$ cat src/rtl/pcie_rx_block_descrambler.sv
// pcie_rx_block_descrambler
//   128b/130b receive descrambler for one PCIe Gen3+ lane. Tracks 16-byte block boundaries,
//   classifies each block (data / SKP / EIEOS / other ordered set) and descrambles data-block
//   bytes with a 23-bit Galois LFSR advanced BYTES*8 bits per valid beat. All outputs are
//   registered, giving exactly one cycle of latency.
// Ports
//   i_clk, i_reset            PIPE RX clock, synchronous active-low reset
//   i_bypass                  1: data passes unmodified and the LFSR holds
//   i_seed                    per-lane seed, loaded at reset and after every EIEOS block
//   i_valid, i_block_start    beat qualifier, first beat of a 130b block
//   i_sync_header, i_data     2-bit sync header (sampled on block start), symbols (byte 0 first)
//   o_valid, o_block_start,
//   o_sync_header             registered copies of the inputs
//   o_data                    descrambled symbols
//   o_is_os                   current block is an ordered set
//   o_err_sync_header         pulse: illegal sync header on a block start
//   o_err_align               pulse: block start with beat counter != 0
module pcie_rx_block_descrambler #(
    parameter int unsigned BYTES  = 4,
    parameter int unsigned SEED_W = 23
) (
    input  logic                 i_clk,
    input  logic                 i_reset,
    input  logic                 i_bypass,
    input  logic [SEED_W-1:0]    i_seed,
    input  logic                 i_valid,
    input  logic                 i_block_start,
    input  logic [1:0]           i_sync_header,
    input  logic [8*BYTES-1:0]   i_data,
    output logic                 o_valid,
    output logic                 o_block_start,
    output logic [1:0]           o_sync_header,
    output logic [8*BYTES-1:0]   o_data,
    output logic                 o_is_os,
    output logic                 o_err_sync_header,
    output logic                 o_err_align
);

    localparam int unsigned BEATS = 16 / BYTES;
    localparam int unsigned CNT_W = (BEATS > 1) ? $clog2(BEATS) : 1;
    localparam logic [CNT_W-1:0] LAST = CNT_W'(BEATS - 1);
    // Feedback taps for x^23+x^21+x^16+x^8+x^5+x^2+1 (bits 21,16,8,5,2,0).
    localparam logic [SEED_W-1:0] TAPS = SEED_W'(23'h210125);

    typedef enum logic [2:0] {StIdle, StData, StSkp, StEieos, StOs} state_e;

    state_e               r_state, w_state_d;
    logic [CNT_W-1:0]     r_cnt, w_cnt_d;
    logic [SEED_W-1:0]    r_lfsr, w_lfsr_d;

    logic [SEED_W-1:0]    w_lfsr_adv;
    logic [8*BYTES-1:0]   w_mask;
    logic                 w_start, w_sh_bad, w_last, w_reload;
    state_e               w_class, w_cur;
    logic [CNT_W-1:0]     w_idx;

    logic [8*BYTES-1:0]   w_data_o;
    logic                 w_is_os_o, w_err_sh_o, w_err_al_o;

    // Unrolled LFSR walk: mask bit i is the scramble bit after i advances, LSB of byte 0 first.
    always_comb begin
        w_lfsr_adv = r_lfsr;
        w_mask     = '0;
        for (int i = 0; i < 8 * BYTES; i++) begin
            w_mask[i]  = w_lfsr_adv[SEED_W-1];
            w_lfsr_adv = {w_lfsr_adv[SEED_W-2:0], 1'b0} ^
                         (w_lfsr_adv[SEED_W-1] ? TAPS : '0);
        end
    end

    // Block classification from the block-start beat.
    always_comb begin
        w_start  = i_valid && i_block_start;
        w_sh_bad = (i_sync_header == 2'b00) || (i_sync_header == 2'b11);
        if (w_sh_bad)                   w_class = StIdle;
        else if (i_sync_header == 2'b10) w_class = StData;
        else if (i_data[7:0] == 8'hAA)  w_class = StSkp;
        else if (i_data[7:0] == 8'h00)  w_class = StEieos;
        else                            w_class = StOs;
        // The start beat already belongs to the new block.
        w_cur  = w_start ? w_class : r_state;
        w_idx  = w_start ? '0 : r_cnt;
        w_last = i_valid && (w_idx == LAST);
        // Normal EIEOS end, or an early start that lands on the EIEOS's last beat.
        w_reload = (w_last && (w_cur == StEieos)) ||
                   (w_start && (r_cnt == LAST) && (r_cnt != '0) && (r_state == StEieos));
    end

    // Next-state logic.
    always_comb begin
        w_state_d = r_state;
        w_cnt_d   = r_cnt;
        w_lfsr_d  = r_lfsr;
        if (i_valid) begin
            // Block complete: wait in idle for the next start.
            if (w_last)       w_state_d = StIdle;
            else if (w_start) w_state_d = w_class;
            w_cnt_d = (w_idx == LAST) ? '0 : w_idx + CNT_W'(1);
            if (!i_bypass) begin
                if (w_reload)                                w_lfsr_d = i_seed;
                else if ((w_cur == StData) || (w_cur == StOs)) w_lfsr_d = w_lfsr_adv;
            end
        end
    end

    // Output logic (registered below).
    always_comb begin
        w_data_o = i_data;
        if (i_valid && !i_bypass && (w_cur == StData)) w_data_o = i_data ^ w_mask;
        w_is_os_o  = (w_cur == StSkp) || (w_cur == StEieos) || (w_cur == StOs);
        w_err_sh_o = w_start && w_sh_bad;
        w_err_al_o = w_start && (r_cnt != '0);
    end

    always_ff @(posedge i_clk) begin
        if (!i_reset) begin
            r_state           <= StIdle;
            r_cnt             <= '0;
            r_lfsr            <= i_seed;
            o_valid           <= 1'b0;
            o_block_start     <= 1'b0;
            o_sync_header     <= 2'b00;
            o_data            <= '0;
            o_is_os           <= 1'b0;
            o_err_sync_header <= 1'b0;
            o_err_align       <= 1'b0;
        end else begin
            r_state           <= w_state_d;
            r_cnt             <= w_cnt_d;
            r_lfsr            <= w_lfsr_d;
            o_valid           <= i_valid;
            o_block_start     <= i_block_start;
            o_sync_header     <= i_sync_header;
            o_data            <= w_data_o;
            o_is_os           <= w_is_os_o;
            o_err_sync_header <= w_err_sh_o;
            o_err_align       <= w_err_al_o;
        end
    end

endmodule

$ cat config.mk
export PLATFORM = sky130hd
export DESIGN_NAME = pcie_rx_block_descrambler
export DESIGN_NICKNAME = d
export VERILOG_FILES = /design/src/rtl/pcie_rx_block_descrambler.sv
export SDC_FILE = /design/constraint.sdc
export NUM_CORES = 1
export LEC_CHECK = 0
export CORE_MARGIN = 2
export CORE_UTILIZATION = 50
export DETAILED_ROUTE_END_ITERATION = 6
export HOLD_SLACK_MARGIN = 0.06
export MAX_ROUTING_LAYER = met4
export PLACE_DENSITY = 0.88
export SYNTH_ARGS = -nofsm -noshare
export SYNTH_HDL_FRONTEND = slang
export SYNTH_SLANG_ARGS = --single-unit
$ cat constraint.sdc
create_clock -name i_clk -period 5.27 [get_ports i_clk]
set_input_delay 1.3175 -clock i_clk [delete_from_list [all_inputs] [get_ports i_clk]]
set_output_delay 1.3175 -clock i_clk [all_outputs]
set_load 0.02 [all_outputs]
# --- Yosys cells after proc, flatten, opt, wreduce, memory -nomap -nowiden ---
# Cells that the tools add are included.
word_totals:
  reg_bits: 67
  in_bits: 62
  out_inout_bits: 39
  elab_cells: 123
op_classes:
  add_sub_neg: 1
  eq_ne: 13
  muxes: 46
  bitwise: 33
  n_reduce_logical: 20
ops:
  columns: ["cell", "n"]
  rows:
  - ["XOR 23 x 22 -> 23 bit", 32]
  - ["2-to-1 mux 22 bit", 32]
  - ["2-to-1 mux 23 bit", 5]
  - ["2-to-1 mux 32 bit", 1]
  - ["XOR 32 bit", 1]
  - ["2-to-1 mux 3 bit", 6]
  - ["logical AND 1 bit", 10]
  - ["equality test 3 x 2 -> 1 bit, second input constant", 3]
  - ["equality test 2 bit, second input constant", 4]
  - ["equality test 8 bit, second input constant", 1]
  - ["logical NOT 8 bit", 1]
  - ["logical OR 1 bit", 5]
  - ["2-to-1 mux 2 bit", 2]
  - ["equality test 3 x 1 -> 1 bit, second input constant", 1]
  - ["equality test 3 bit, second input constant", 1]
  - ["inequality test 3 x 1 -> 1 bit, second input constant", 1]
  - ["AND reduction 3 bit", 1]
  - ["adder 2 x 1 -> 2 bit, second input constant", 1]
  - ["logical NOT 2 bit", 1]
  - ["inequality test 2 x 1 -> 1 bit, second input constant", 1]
  - ["inequality test 2 bit, second input constant", 1]
  - ["nonzero test 2 bit", 1]
  - ["logical NOT 1 bit", 1]

# --- Depth between registers and ports, before layout ---
# Gate-level depths: netlist of the first run.
logic_depth:
  ltp_word: 69
  depth_mapped: 11
  ltp_nobuf: 10

# --- Worst setup path after synthesis of the first run ---
# OpenSTA, ideal clock, no wires.
synth_timing:
  path_type: "input port to flip-flop"
  from: "in i_data[5]"
  to: "reg r_lfsr[0] (enable)"
  setup_time_ps: 411
  t_arrival_ps: 3907
  required_ps: 4859
  setup_slack_ps: 952
  stages: 9
  path_buffers: 1
  cell_sequence: "nor4_1 > o21a_1 > nor2b_1 > a21oi_1 > nor2b_1 > a21o_1 > clkbuf_1 > nor2_1 > a21oi_1"
synth_via:
  elab_chain_len: 11
  word_cells_on_any_way: 15
  cone_classes: "eq/ne (5); mux (5); reduce/logical (5)"
synth_rtl:
  columns: ["item", "line_no", "text"]
  rows:
  - ["start: declaration", "29", "input logic [8*BYTES-1:0] i_data,"]
  - ["logical NOT 8 bit", "78", "else if (i_data[7:0] == 8'h00) w_class = StEieos;"]
  - ["2-to-1 mux 3 bit", "78", null]
  - ["2-to-1 mux 3 bit *", "77", "else if (i_data[7:0] == 8'hAA) w_class = StSkp;"]
  - ["2-to-1 mux 3 bit *", "76", "else if (i_sync_header == 2'b10) w_class = StData;"]
  - ["2-to-1 mux 3 bit *", "75", "if (w_sh_bad) w_class = StIdle;"]
  - ["2-to-1 mux 3 bit *", null, null]
  - ["equality test 3 x 2 -> 1 bit", "85", "w_reload = (w_last && (w_cur == StEieos)) ||"]
  - ["logical AND 1 bit", "85", null]
  - ["logical OR 1 bit", "85", null]
  - ["inequality test 3 x 1 -> 1 bit (no source line) *", null, null]
  - ["AND reduction 3 bit (no source line) *", null, null]
  - ["end signal: assignment", "119", "r_lfsr <= i_seed;"]
  - ["end signal: assignment", "130", "r_lfsr <= w_lfsr_d;"]
  - ["end: declaration", "49", "logic [SEED_W-1:0] r_lfsr, w_lfsr_d;"]
# Every way passes the cells marked *; elsewhere a longest branch is shown, timed or not.
# A chain may end at the register's enable or synchronous reset.

# --- Worst setup path in the final report of the first run ---
layout_timing:
  from: "reg r_lfsr[20]"
  to: "reg r_lfsr[12], data pin"
layout_via:
  elab_chain_len: 49
  word_cells_on_any_way: 59
  cone_classes: "mux (27); bitwise (32)"
layout_rtl:
  columns: ["item", "line_no", "text"]
  rows:
  - ["XOR 23 x 22 -> 23 bit * (2 in a row)", "66", "w_lfsr_adv = {w_lfsr_adv[SEED_W-2:0], 1'b0} ^"]
  - ["2-to-1 mux 22 bit *", "67", "(w_lfsr_adv[SEED_W-1] ? TAPS : '0);"]
  - ["XOR 23 x 22 -> 23 bit * (2 in a row)", "66", null]
  - ["2-to-1 mux 22 bit", "67", null]
  - ["XOR 23 x 22 -> 23 bit * (2 in a row)", "66", null]
  - ["2-to-1 mux 22 bit", "67", null]
  - ["XOR 23 x 22 -> 23 bit * (2 in a row)", "66", null]
  - ["2-to-1 mux 22 bit", "67", null]
  - ["[21 not listed]", null, null]
  - ["XOR 23 x 22 -> 23 bit * (2 in a row)", "66", null]
  - ["2-to-1 mux 22 bit", "67", null]
  - ["XOR 23 x 22 -> 23 bit * (8 in a row)", "66", null]
  - ["2-to-1 mux 23 bit *", "101", "else if ((w_cur == StData) || (w_cur == StOs)) w_lfsr_d = w_lfsr_adv;"]
  - ["2-to-1 mux 23 bit *", "100", "if (w_reload) w_lfsr_d = i_seed;"]
  - ["2-to-1 mux 23 bit *", "99", "if (!i_bypass) begin"]
  - ["2-to-1 mux 23 bit *", "94", "if (i_valid) begin"]
  - ["2-to-1 mux 23 bit *", "116", "if (!i_reset) begin"]
# Every way passes the cells marked *; elsewhere a longest branch is shown, timed or not. The select of a mux whose other input is x is not followed.

==> summary.txt, run 1 <==
Setup path
  • Critical Path Fanout Max: 10
  • Startpoint Class: register
  • Crit-path most repeated cell: xnor2_1
  • Required @ worst endpoint: approximately 5.3 ns
  • Critical path capture point type: register
  • CP max stage delay: just over 0.6 ns
  • Worst path cell trace: xnor2_4 -> xnor2_1 -> xnor3_1 -> xnor2_1 -> xnor3_1 -> xnor2_1 -> xnor2_1 -> xnor2_1 -> o21ai_0
  • Worst Setup SP: r_lfsr[20]
  • Critical path's slowest cell: xnor3_1
  • Reg2reg start: r_lfsr[20]
  • CP Class: reg2reg
  • Arrival time of the worst setup path: between 4 and 5 ns

Logic synthesis
  • Post-synthesis average cell area: ~11 sq um
  • EDFF count, synth: 23
  • Yosys warning total: 0
  • Number of synthesized register bits: 67
  • Yosys cell types: 50
  • Syn Inst Count: about 450
  • Mapped Area: slightly below 5000 sq um
  • Async SR Flop Fraction: 0
  • Syn nets: ~500
  • Sequential share of the synthesized area: 0.326
  • Prevailing post-synth register cell: dfxtp_1

Run
  • Max-cap violations: 0

Floorplan
  • Die width: a little over 100 um
  • Top-level I/O count: around 100
  • Core area: ~9300 sq um
  • Die ar.: ~10000 sq um
  • # rows: 35
  • Starting Density: 0.518
  • Chip height: 102 um

STA
  • Setup slack after layout: 1.04 ns
  • Slew headroom: 0.336
  • Max Clock Freq: approximately 240 MHz
  • Final Hold Fails: 0
  • Setup Viol. Count Final: 0
  • RSZ-0062 raised after global routing: no
  • Actual slew at the worst max-slew pin: a little under 1 ns
  • Tmin final: ~4.2 ns
  • Final Max Slew Viols: 0
  • Setup TNS: 0 ns
  • Skew final: 0.0165 ns
  • Final Cycle Share: 0.803

Route
  • DR WL/cell: roughly 19 um
  • TritonRoute pass-1 iters: 4
  • WL final: between 10 and 15 mm
  • Remaining antenna violation count: 0
  • Via Count: around 3600
  • Average vias per placed instance: between 5 and 6
  • DRC violations left: 0
  • Initial drt markers: 192

Worst hold path
  • Hold Path Origin: r_cnt[0]
  • Hold crit path type: reg2reg

Clock tree
  • Reg clk slew, reported paths: about 0.08 ns
  • Clk sinks: 67
  • Clk_lat worst skew: between 0.3 and 0.4 ns
  • PostCTS Resize Cnt: 0
  • Number of buffers created by CTS: 9
  • Htree depth: 3
  • # hold bufs at CTS: 0
  • Root Driver: clkbuf_8
  • CTS tree: done
  • CTS max path bufs: 2
  • Post-CTS setup buffers: 0

Cells and area
  • Synthesis-to-layout area growth: 27.2%
  • Leading cell type in the layout, fill and taps excluded: clkdlybuf4s50_1
  • Inserted Diodes: 0
  • Leading cell types in the layout, fill and taps excluded: clkdlybuf4s50_1, xnor2_1, dfxtp_1
  • Nets@finish: approximately 600
  • Layout cells sized above 1: 0.0878

Global routing
  • Maximum number of pins on one net before global-route repair: 46
  • Grt total ovfl: 0
  • Initial antenna violation count: 0
  • Vias in the first global route: about 3600
  • First-pass GRT wire length: ~20 mm
  • GRT Total Usage: 0.267

Placed design
  • Pre-CTS setup slack: between 0.9 and 1 ns
  • I/O Buffers: 100
  • Dpl hpwl: a little over 10 mm
  • Gp weighted congestion: ~1.1

Outcome
  • Status: finished clean
registers in the layout, indices dropped and copies added (netlist names):
register           flops
o_data                32
r_lfsr                23
r_state                3
o_sync_header          2
r_cnt                  2
o_block_start          1
o_err_align            1
o_err_sync_header      1
o_is_os                1
o_valid                1
worst paths after layout:
path | end | slack, ns | depth (start not counted)
max | r_lfsr[12] | 1.04 | 9
min | r_cnt[0] | 0.51 | 1
max reg2reg | r_lfsr[12] | 1.04 | 9
min reg2reg | r_cnt[0] | 0.51 | 1
Yosys cell counts (3+ instances only):
cell type / count / area, sq um
xnor2_1: 86 / 753
dfxtp_1: 44 / 881
xor2_1: 40 / 350
o21ai_0: 39 / 195
nand2_1: 36 / 135
a21oi_1: 23 / 115
edfxtp_1: 23 / 691
nor2_1: 20 / 75.1
xnor3_1: 19 / 428
or3_1: 18 / 113
clkbuf_1: 14 / 52.6
xnor3_2: 9 / 214
and2_1: 7 / 43.8
inv_1: 5 / 18.8
xnor2_2: 5 / 81.3
buf_4: 4 / 30.0
xnor2_4: 4 / 110
xor3_1: 4 / 95.1
nor2b_1: 3 / 18.8
o21ai_1: 3 / 15.0
o22ai_1: 3 / 18.8
xor2_2: 3 / 48.8
worst max-delay path, delay by kind of cell (launching register included):
family | cells | cell delay [ns]
flip-flops | 1 | 0.59
AO/OA/AOI/OAI | 1 | 0.13
XOR/XNOR | 8 | 3.23
layer usage:
| metal | wire length (um) | part of all wire | GRT usage |
|---|---|---|---|
| met2 | 6340 | 0.49 | 0.437 |
| met4 | 354 | 0.028 | 0.0944 |
| met1 | 5390 | 0.42 | 0.328 |
| met3 | 743 | 0.058 | 0.0575 |
| met5 | 0 | 0 | - |
per-stage QoR:
step / utilization / cell area [sq um] / hold slack, ns / instances
global placement: 0.637 / 5910 / 0.478 / 660
CTS: 0.660 / 6120 / 0.510 / 676
finish: 0.660 / 6120 / 0.506 / 676
detailed placement: 0.637 / 5910 / 0.488 / 660
floorplan: - / 4810 / 0.457 / 448
global route: 0.660 / 6120 / 0.542 / 676
cell families (layout without fill, tap and decap cells):
logic type / after synthesis / after routing / share of synthesized area
DFF: 67 / 67 / 0.326
and+or+nand+nor: 97 / 97 / 0.0988
muxes: 3 / 3 / 0.00650
AOI/OAI and AO/OA: 77 / 77 / 0.0866
buffers and inverters: 29 / 128 / 0.0278
adders and majority gates: 2 / 2 / 0.00520
xor gates and xnor gates: 173 / 173 / 0.449
layout make-up:
cell class              instances  area [sq um]
fillers                       730          3160
inverters                       6          22.5
clock inverters                 5          58.8
repair buffers                106          1050
flip-flops and latches         67          1570
well taps                     129           161
clock buffers                  11           153
multi-input cells             352          3110
Power of run 1 is left out: the tool's default activity adds up to more than one toggle a clock period on the data nets, which glitch-free logic cannot reach.
==> run 2, diff against run 1 <==
- clock period: 5.27 -> 4.2 ns (I/O delays scaled with it)
==> summary.txt, run 2 (same netlist as run 1, synthesis figures left out) <==
Worst hold path
  • Hold Path Origin: r_cnt[0]
  • Min-Delay Endpoint: r_cnt[0]
  • Hold crit path type: reg2reg
  • Hold Path Stages: 1

Cells and area
  • Inserted Diodes: 0
  • Biggest regs: o_data x32, r_lfsr x23, r_state x3
  • Max reg flops: 32
  • Leading cell types in the layout, fill and taps excluded: clkdlybuf4s50_1, xnor2_1, dfxtp_1
  • Non-Filler Instances: about 700
  • Fillers: approximately 700
  • Biggest register: o_data
  • Final core utilization: 0.682
  • Leading cell type in the layout, fill and taps excluded: clkdlybuf4s50_1
  • Layout cells sized above 1: 0.134
  • Nets@finish: about 630
  • Synthesis-to-layout area growth: 31.5%

Global routing
  • Initial antenna violation count: 0
  • Vias in the first global route: about 3500
  • Maximum number of pins on one net before global-route repair: 46
  • First-pass GRT wire length: 19.1 mm
  • Grt total ovfl: 0
  • GRT Total Usage: 0.260

Placed design
  • Placed Instances: between 600 and 700
  • Dpl hpwl: 10.2 mm
  • I/O Buffers: 100
  • Gp weighted congestion: ~0.96

Clock tree
  • Clk_lat worst skew: around 0.36 ns
  • Htree depth: 3
  • Root Driver: clkbuf_8
  • Clk sinks: 67
  • CTS tree: done
  • # hold bufs at CTS: 0
  • Reg clk slew, reported paths: 0.09 ns
  • Number of buffers created by CTS: 9
  • CTS max path bufs: 2

Setup path
  • Kind of cell adding the most delay to the critical path: XOR/XNOR gates
  • Critical Path Fanout Max: 7
  • Crit path buffers/inverters: 1
  • Reg2reg start: r_lfsr[18]
  • CP max stage delay: around 0.59 ns
  • Crit-path most repeated cell: xnor2_4
  • Startpoint Class: register
  • R2R depth: 10
  • Worst path cell trace: buf_4 -> xnor2_4 -> xnor3_1 -> xnor2_2 -> xnor3_2 -> xor2_4 -> xnor3_4 -> xnor2_4 -> xor2_1 -> o21ai_0
  • Arrival time of the worst setup path: roughly 4.1 ns
  • Critical path capture point type: register
  • Required @ worst endpoint: ~4.3 ns
  • Flop-to-flop setup slack: between 0.15 and 0.2 ns
  • CP Class: reg2reg
  • FF-to-FF End: r_lfsr[16]
  • Critical path's slowest cell: xnor3_4

STA
  • Final Hold Fails: 0
  • Max Clock Freq: approximately 250 MHz
  • Tmin final: just over 4 ns
  • Actual slew at the worst max-slew pin: ~0.54 ns
  • Final Cycle Share: 0.961
  • RSZ-0062 raised after global routing: no
  • Setup TNS: 0 ns
  • Skew final: about 0.010 ns
  • Final Max Slew Viols: 0
  • Setup Viol. Count Final: 0
  • Slew headroom: 0.640
  • Hold_ws: roughly 0.52 ns

Route
  • DR WL/cell: between 15 and 20 um
  • WL final: between 10 and 15 mm
  • Via Count: roughly 3700
  • Remaining antenna violation count: 0
  • Average vias per placed instance: about 5.2
  • Initial drt markers: between 150 and 200
  • TritonRoute pass-1 iters: 5
  • DRC violations left: 0

Run
  • Max-cap violations: 0

Floorplan
  • Top-level I/O count: slightly above 100
  • Chip height: between 100 and 150 um
  • Die ar.: approximately 10000 sq um
  • Core area: slightly above 9000 sq um
  • Starting Density: 0.518
  • Die width: 102 um
  • # rows: 35

Outcome
  • Status: finished clean
## run 2: how the worst max path moves through the flow
stage,start,to,depth (start not counted)
finish,r_lfsr[18],r_lfsr[16],10
global route,r_lfsr[22],r_lfsr[16],9
CTS,r_lfsr[18],r_lfsr[5],9
detailed placement,r_lfsr[18],r_lfsr[5],9
global placement,r_lfsr[18],r_lfsr[16],9
floorplan,i_data[5],r_lfsr[0],9
## run 2: repair_timing
action                     in CTS  in global routing
buffers inserted                0                  7
resized for setup               0                  1
setup endpoints to repair       0                  4
## run 2: worst reg2reg max path, stage by stage (launching register included)
cell      delay, ns
edfxtp_1       0.49
buf_4          0.22
xnor2_4        0.25
xnor3_1        0.48
xnor2_2        0.34
xnor3_2        0.51
xor2_4         0.31
xnor3_4        0.59
xnor2_4        0.32
xor2_1         0.18
o21ai_0        0.10
## run 2: area by class of cell
class	instances	area, sq um	area share
Sequential cell	67	1570	0.248
Clock inverter	6	50.0	0.00791
Multi-Input combinational cell	352	3120	0.493
Tap cell	129	161	0.0255
Clock buffer	10	149	0.0235
Timing Repair Buffer	132	1250	0.198
Inverter	6	22.5	0.00356
## run 2: routing by layer
metal / part of all wire / global-route usage / wire length, um
met4: 0.017 / 0.0728 / 223
met1: 0.41 / 0.325 / 5380
met3: 0.075 / 0.0643 / 978
met5: 0 / - / 0
met2: 0.49 / 0.422 / 6450
## run 2: through the flow
step	setup WS [ns]	area, sq um
floorplan	0.150	4810
global route	0.00802	6330
detailed placement	0.0843	6070
finish	0.162	6330
global placement	0.224	6070
CTS	0.0697	6270
Power of run 2 is left out for the same reason.
==> run 3, diff against run 2 <==
- CORE_ASPECT_RATIO: unset -> 1.25
==> summary.txt, run 3 (same netlist as run 1, synthesis figures left out) <==
STA
  • Final Hold Fails: 0
  • Final Cycle Share: 0.968
  • Setup slack after layout: approximately 0.13 ns
  • Tmin final: roughly 4.1 ns
  • Actual slew at the worst max-slew pin: 0.655 ns
  • Final Max Slew Viols: 0
  • Setup Viol. Count Final: 0
  • Slew headroom: 0.560
  • RSZ-0062 raised after global routing: no
  • Hold_ws: roughly 0.51 ns
  • Skew final: roughly 0.0081 ns
  • Setup TNS: 0 ns
  • Max Clock Freq: ~250 MHz

Placed design
  • Dpl hpwl: around 10 mm
  • Placed Area: 6100 sq um
  • I/O Buffers: 100
  • Gp weighted congestion: 1.02
  • Pre-CTS setup slack: roughly 0.15 ns

Setup path
  • Arrival time of the worst setup path: 4.15 ns
  • Critical path capture point type: register
  • Startpoint Class: register
  • Reg2reg start: r_lfsr[18]
  • Critical path's slowest cell: xnor3_4
  • Worst Setup SP: r_lfsr[18]
  • Worst path cell trace: buf_4 -> xnor2_4 -> xnor3_1 -> xnor2_1 -> xnor3_1 -> xor2_4 -> xnor3_4 -> xnor2_4 -> xor2_1 -> o21ai_0
  • Required @ worst endpoint: 4.28 ns
  • CP max stage delay: approximately 0.64 ns
  • Critical Path Fanout Max: 7
  • CP Class: reg2reg

Cells and area
  • Nets@finish: 630
  • Biggest register: o_data
  • Leading cell types in the layout, fill and taps excluded: clkdlybuf4s50_1, xnor2_1, dfxtp_1
  • Layout cells sized above 1: 0.130
  • Leading cell type in the layout, fill and taps excluded: clkdlybuf4s50_1
  • Biggest regs: o_data x32, r_lfsr x23, r_state x3
  • Max reg flops: 32
  • Inserted Diodes: 0
  • Synthesis-to-layout area growth: 33.8%
  • Post-route cell area: 6440 sq um

Floorplan
  • Core area: ~9500 sq um
  • # rows: 40
  • Top-level I/O count: 101
  • Chip height: between 100 and 150 um
  • Die width: ~92 um
  • Die ar.: about 10000 sq um
  • Starting Density: 0.506

Global routing
  • Initial antenna violation count: 0
  • Vias in the first global route: 3735
  • GRT Total Usage: 0.267
  • First-pass GRT wire length: roughly 20 mm
  • Grt total ovfl: 0
  • Maximum number of pins on one net before global-route repair: 46

Worst hold path
  • Hold crit path type: reg2reg
  • Hold Path Origin: r_cnt[0]

Route
  • Via Count: around 3700
  • Initial drt markers: around 200
  • TritonRoute pass-1 iters: 4
  • Remaining antenna violation count: 0
  • WL final: 13.1 mm
  • DRC violations left: 0
  • DR WL/cell: between 15 and 20 um
  • Average vias per placed instance: 5.25

Clock tree
  • Clk sinks: 67
  • CTS max path bufs: 2
  • PostCTS Resize Cnt: 0
  • Number of buffers created by CTS: 9
  • CTS tree: done
  • Root Driver: clkbuf_16
  • Reg clk slew, reported paths: approximately 0.06 ns
  • Post-CTS setup buffers: 0
  • Clk_lat worst skew: about 0.34 ns
  • # hold bufs at CTS: 0
  • Htree depth: 3

Outcome
  • Status: finished clean

Run
  • Max-cap violations: 0
==> run 3: changes by cell type in the layout (fill, tap and decap cells not counted), sizes merged <==
cell / before / now
clkbuf: 10 / 13
inv: 10 / 6
clkinv: 2 / 3
buf: 32 / 30
==> run 3: layer usage <==
metal  wire length, um  GRT usage
met1              5210      0.293
met2              6910      0.468
met3               535     0.0489
met4               501      0.127
met5                 0          -
==> run 3: critical path: cells and delay by family (launching register included) <==
family / cells / cell delay [ns]
DFF: 1 / 0.49
AOI/OAI and AO/OA: 1 / 0.09
xor gates and xnor gates: 8 / 3.02
buffers and inverters: 1 / 0.21
==> run 3: through the flow <==
step / std cells / utilization
floorplan: 448 / -
global placement: 679 / 0.641
detailed placement: 679 / 0.641
CTS: 695 / 0.676
global route: 697 / 0.677
finish: 697 / 0.677
==> run 3: path summary, 6_finish.rpt <==
path	endpoint	slack, ns	cells after the start
setup reg to reg	r_lfsr[5]	0.13	10
setup / recovery	r_lfsr[5]	0.13	10
hold reg to reg	r_cnt[0]	0.51	1
hold / removal	r_cnt[0]	0.51	1
==> run 3: final cells by class <==
class,instances,area [sq um]
sequential,67,1570
timing repair buffer,130,1250
inverter,6,22.5
clock buffer,13,303
fill,740,3070
tap,126,158
multi-input combinational,352,3110
clock inverter,3,23.8
Power of run 3 is left out for the same reason.
==> RTL edit: new RTL, config.mk and constraints of run 2 <==
Register the input `i_seed` before use. The logic sees it one clock later. The other inputs are not delayed to match.
--- a/src/rtl/pcie_rx_block_descrambler.sv
+++ b/src/rtl/pcie_rx_block_descrambler.sv
@@ -43,6 +43,12 @@
     localparam logic [SEED_W-1:0] TAPS = SEED_W'(23'h210125);
 
     typedef enum logic [2:0] {StIdle, StData, StSkp, StEieos, StOs} state_e;
+
+    logic [SEED_W-1:0] i_seed_q;
+
+    always_ff @(posedge i_clk) begin
+        i_seed_q <= i_seed;
+    end
 
     state_e               r_state, w_state_d;
     logic [CNT_W-1:0]     r_cnt, w_cnt_d;
@@ -97,7 +103,7 @@
             else if (w_start) w_state_d = w_class;
             w_cnt_d = (w_idx == LAST) ? '0 : w_idx + CNT_W'(1);
             if (!i_bypass) begin
-                if (w_reload)                                w_lfsr_d = i_seed;
+                if (w_reload)                                w_lfsr_d = i_seed_q;
                 else if ((w_cur == StData) || (w_cur == StOs)) w_lfsr_d = w_lfsr_adv;
             end
         end
@@ -116,7 +122,7 @@
         if (!i_reset) begin
             r_state           <= StIdle;
             r_cnt             <= '0;
-            r_lfsr            <= i_seed;
+            r_lfsr            <= i_seed_q;
             o_valid           <= 1'b0;
             o_block_start     <= 1'b0;
             o_sync_header     <= 2'b00;
Behaviour: not the same (a bounded check fails within 4 cycles, from zero or initial values and one cycle with i_reset low).
==> RTL edit against run 2 <==
- design area grew 2.7%
- clock skew shrank 0.00052 ns
- global-route usage shrank 1.4 points
- first-iteration DRC count shrank 36%
- critical path depth is the same
- highest routed layer unchanged
- sequential cell count grew 23
- cell count grew 2.1%
- setup slack lost 0.015 ns
- synthesized area grew 2.6%
- routed wire length shrank 5.6%
- non-clock buffer count shrank 1
Power is not shown: default switching activity piles up to over one toggle a cycle in this logic, so the estimate is an artifact.
==> RTL edit: results (changes against run 2) <==
[global_route]
grt_use_total_pct=24.6  ; -1.4 points
grt_pass1_wl_mm=18.5  ; -3.3%
first_global_vias=3513  ; -0.87%
grt_util_met2_pct=40.4  ; -1.8 points
use_met3_pct=5.11  ; -1.3 points

[final_layout]
fin_util_pct=67.1  ; -1.1 points
bufAreaShareNonClock_pct=19.6  ; -0.25 points
seq_share_pct=31.3  ; +6.4 points
final_nets=643  ; +1.7%
clock_area_share_pct=2.97  ; -0.18 points
multi_input_area_share_pct=43.3  ; -6.0 points
final_cell_area_um2=6500  ; +2.7%
buffers=131  ; -0.76%
nFillCells=759  ; +8.3%
multi_input_cells=341  ; -3.1%

[place]
gp_congestion=0.920  ; -3.9%
placed_area_um2=6240  ; +2.9%
place_ws_ns=0.0202  ; -0.0641 ns
place_hpwl_mm=9.77  ; -4.0%
dp.cells=694  ; +2.2%

[detailed_routing]
viasPerCell=5.08  ; -3.0%
post_drt_wl_per_cell_um=17.2  ; -7.6%
wl_met1_mm=5.37  ; -0.32%
first_pass_iters=4  ; -1
wl_met2_mm=6.05  ; -6.2%
first_iter_violations=126  ; -36%

[synth]
synth_cell_types=49  ; -2.0%
syn_inst=454  ; +1.3%
synth_common_cells=88 x xnor2_1, 67 x dfxtp_1, 44 x xor2_1, 41 x o21ai_0, 38 x nand2_1
synth_fa_ha_area_share_pct=0.507  ; -0.013 points
synth_compound_gate_area_share_pct=8.84  ; +0.19 points
muxShareOfSynthArea_pct=0.431  ; -0.22 points
synth_nets=518  ; +1.2%
synth_seq_area_share_pct=41.2  ; +8.5 points
synth_xor_xnor_area_share_pct=37.8  ; -7.1 points
synth.area.top_cells=dfxtp_1 27%, xnor2_1 16%, edfxtp_1 14%

[setup_path]
worstPathArrival_ns=4.18  ; +0.04 ns
cp_max_fo=6  ; -1
slowest_stage=edfxtp_1

[timing]
layout_setup_ws_ns=0.147  ; -0.0155 ns
tightest_slew_ns=0.787  ; +0.250 ns

[min_path]
min_from=i_seed_q[15]
whs_path_depth=2  ; +1

[outcome]
status=finished clean

==> RTL edit: cell types whose count changed in the layout (fill, tap and decap cells not counted), moves of 2 or more <==
cell,before,now
xnor2_4,4,1
xor2_2,3,1
buf_4,31,28
inv_4,2,0
xor2_1,40,44
buf_12,1,3
nor2_1,20,15
o21ai_0,39,41
clkinv_2,0,2
dfxtp_1,44,67
xnor2_1,85,87
xnor3_1,19,10
nand2_1,36,38
==> RTL edit: worst max-delay path by stage <==
stage / end / startpoint / cells after the start
after floorplan: r_lfsr[0] / i_data[1] / 7
after global placement: r_lfsr[21] / r_lfsr[22] / 9
after detailed placement: r_lfsr[21] / r_lfsr[22] / 9
after CTS: r_lfsr[21] / r_lfsr[14] / 9
after global routing: r_lfsr[6] / r_lfsr[12] / 11
final: r_lfsr[16] / r_lfsr[14] / 10
==> RTL edit: timing repair <==
item / 4_1_cts / 5_1_grt
resized for setup: 0 / 1
setup endpoints to repair: 1 / 2
buffers inserted: 1 / 6
pin swaps: 0 / 2
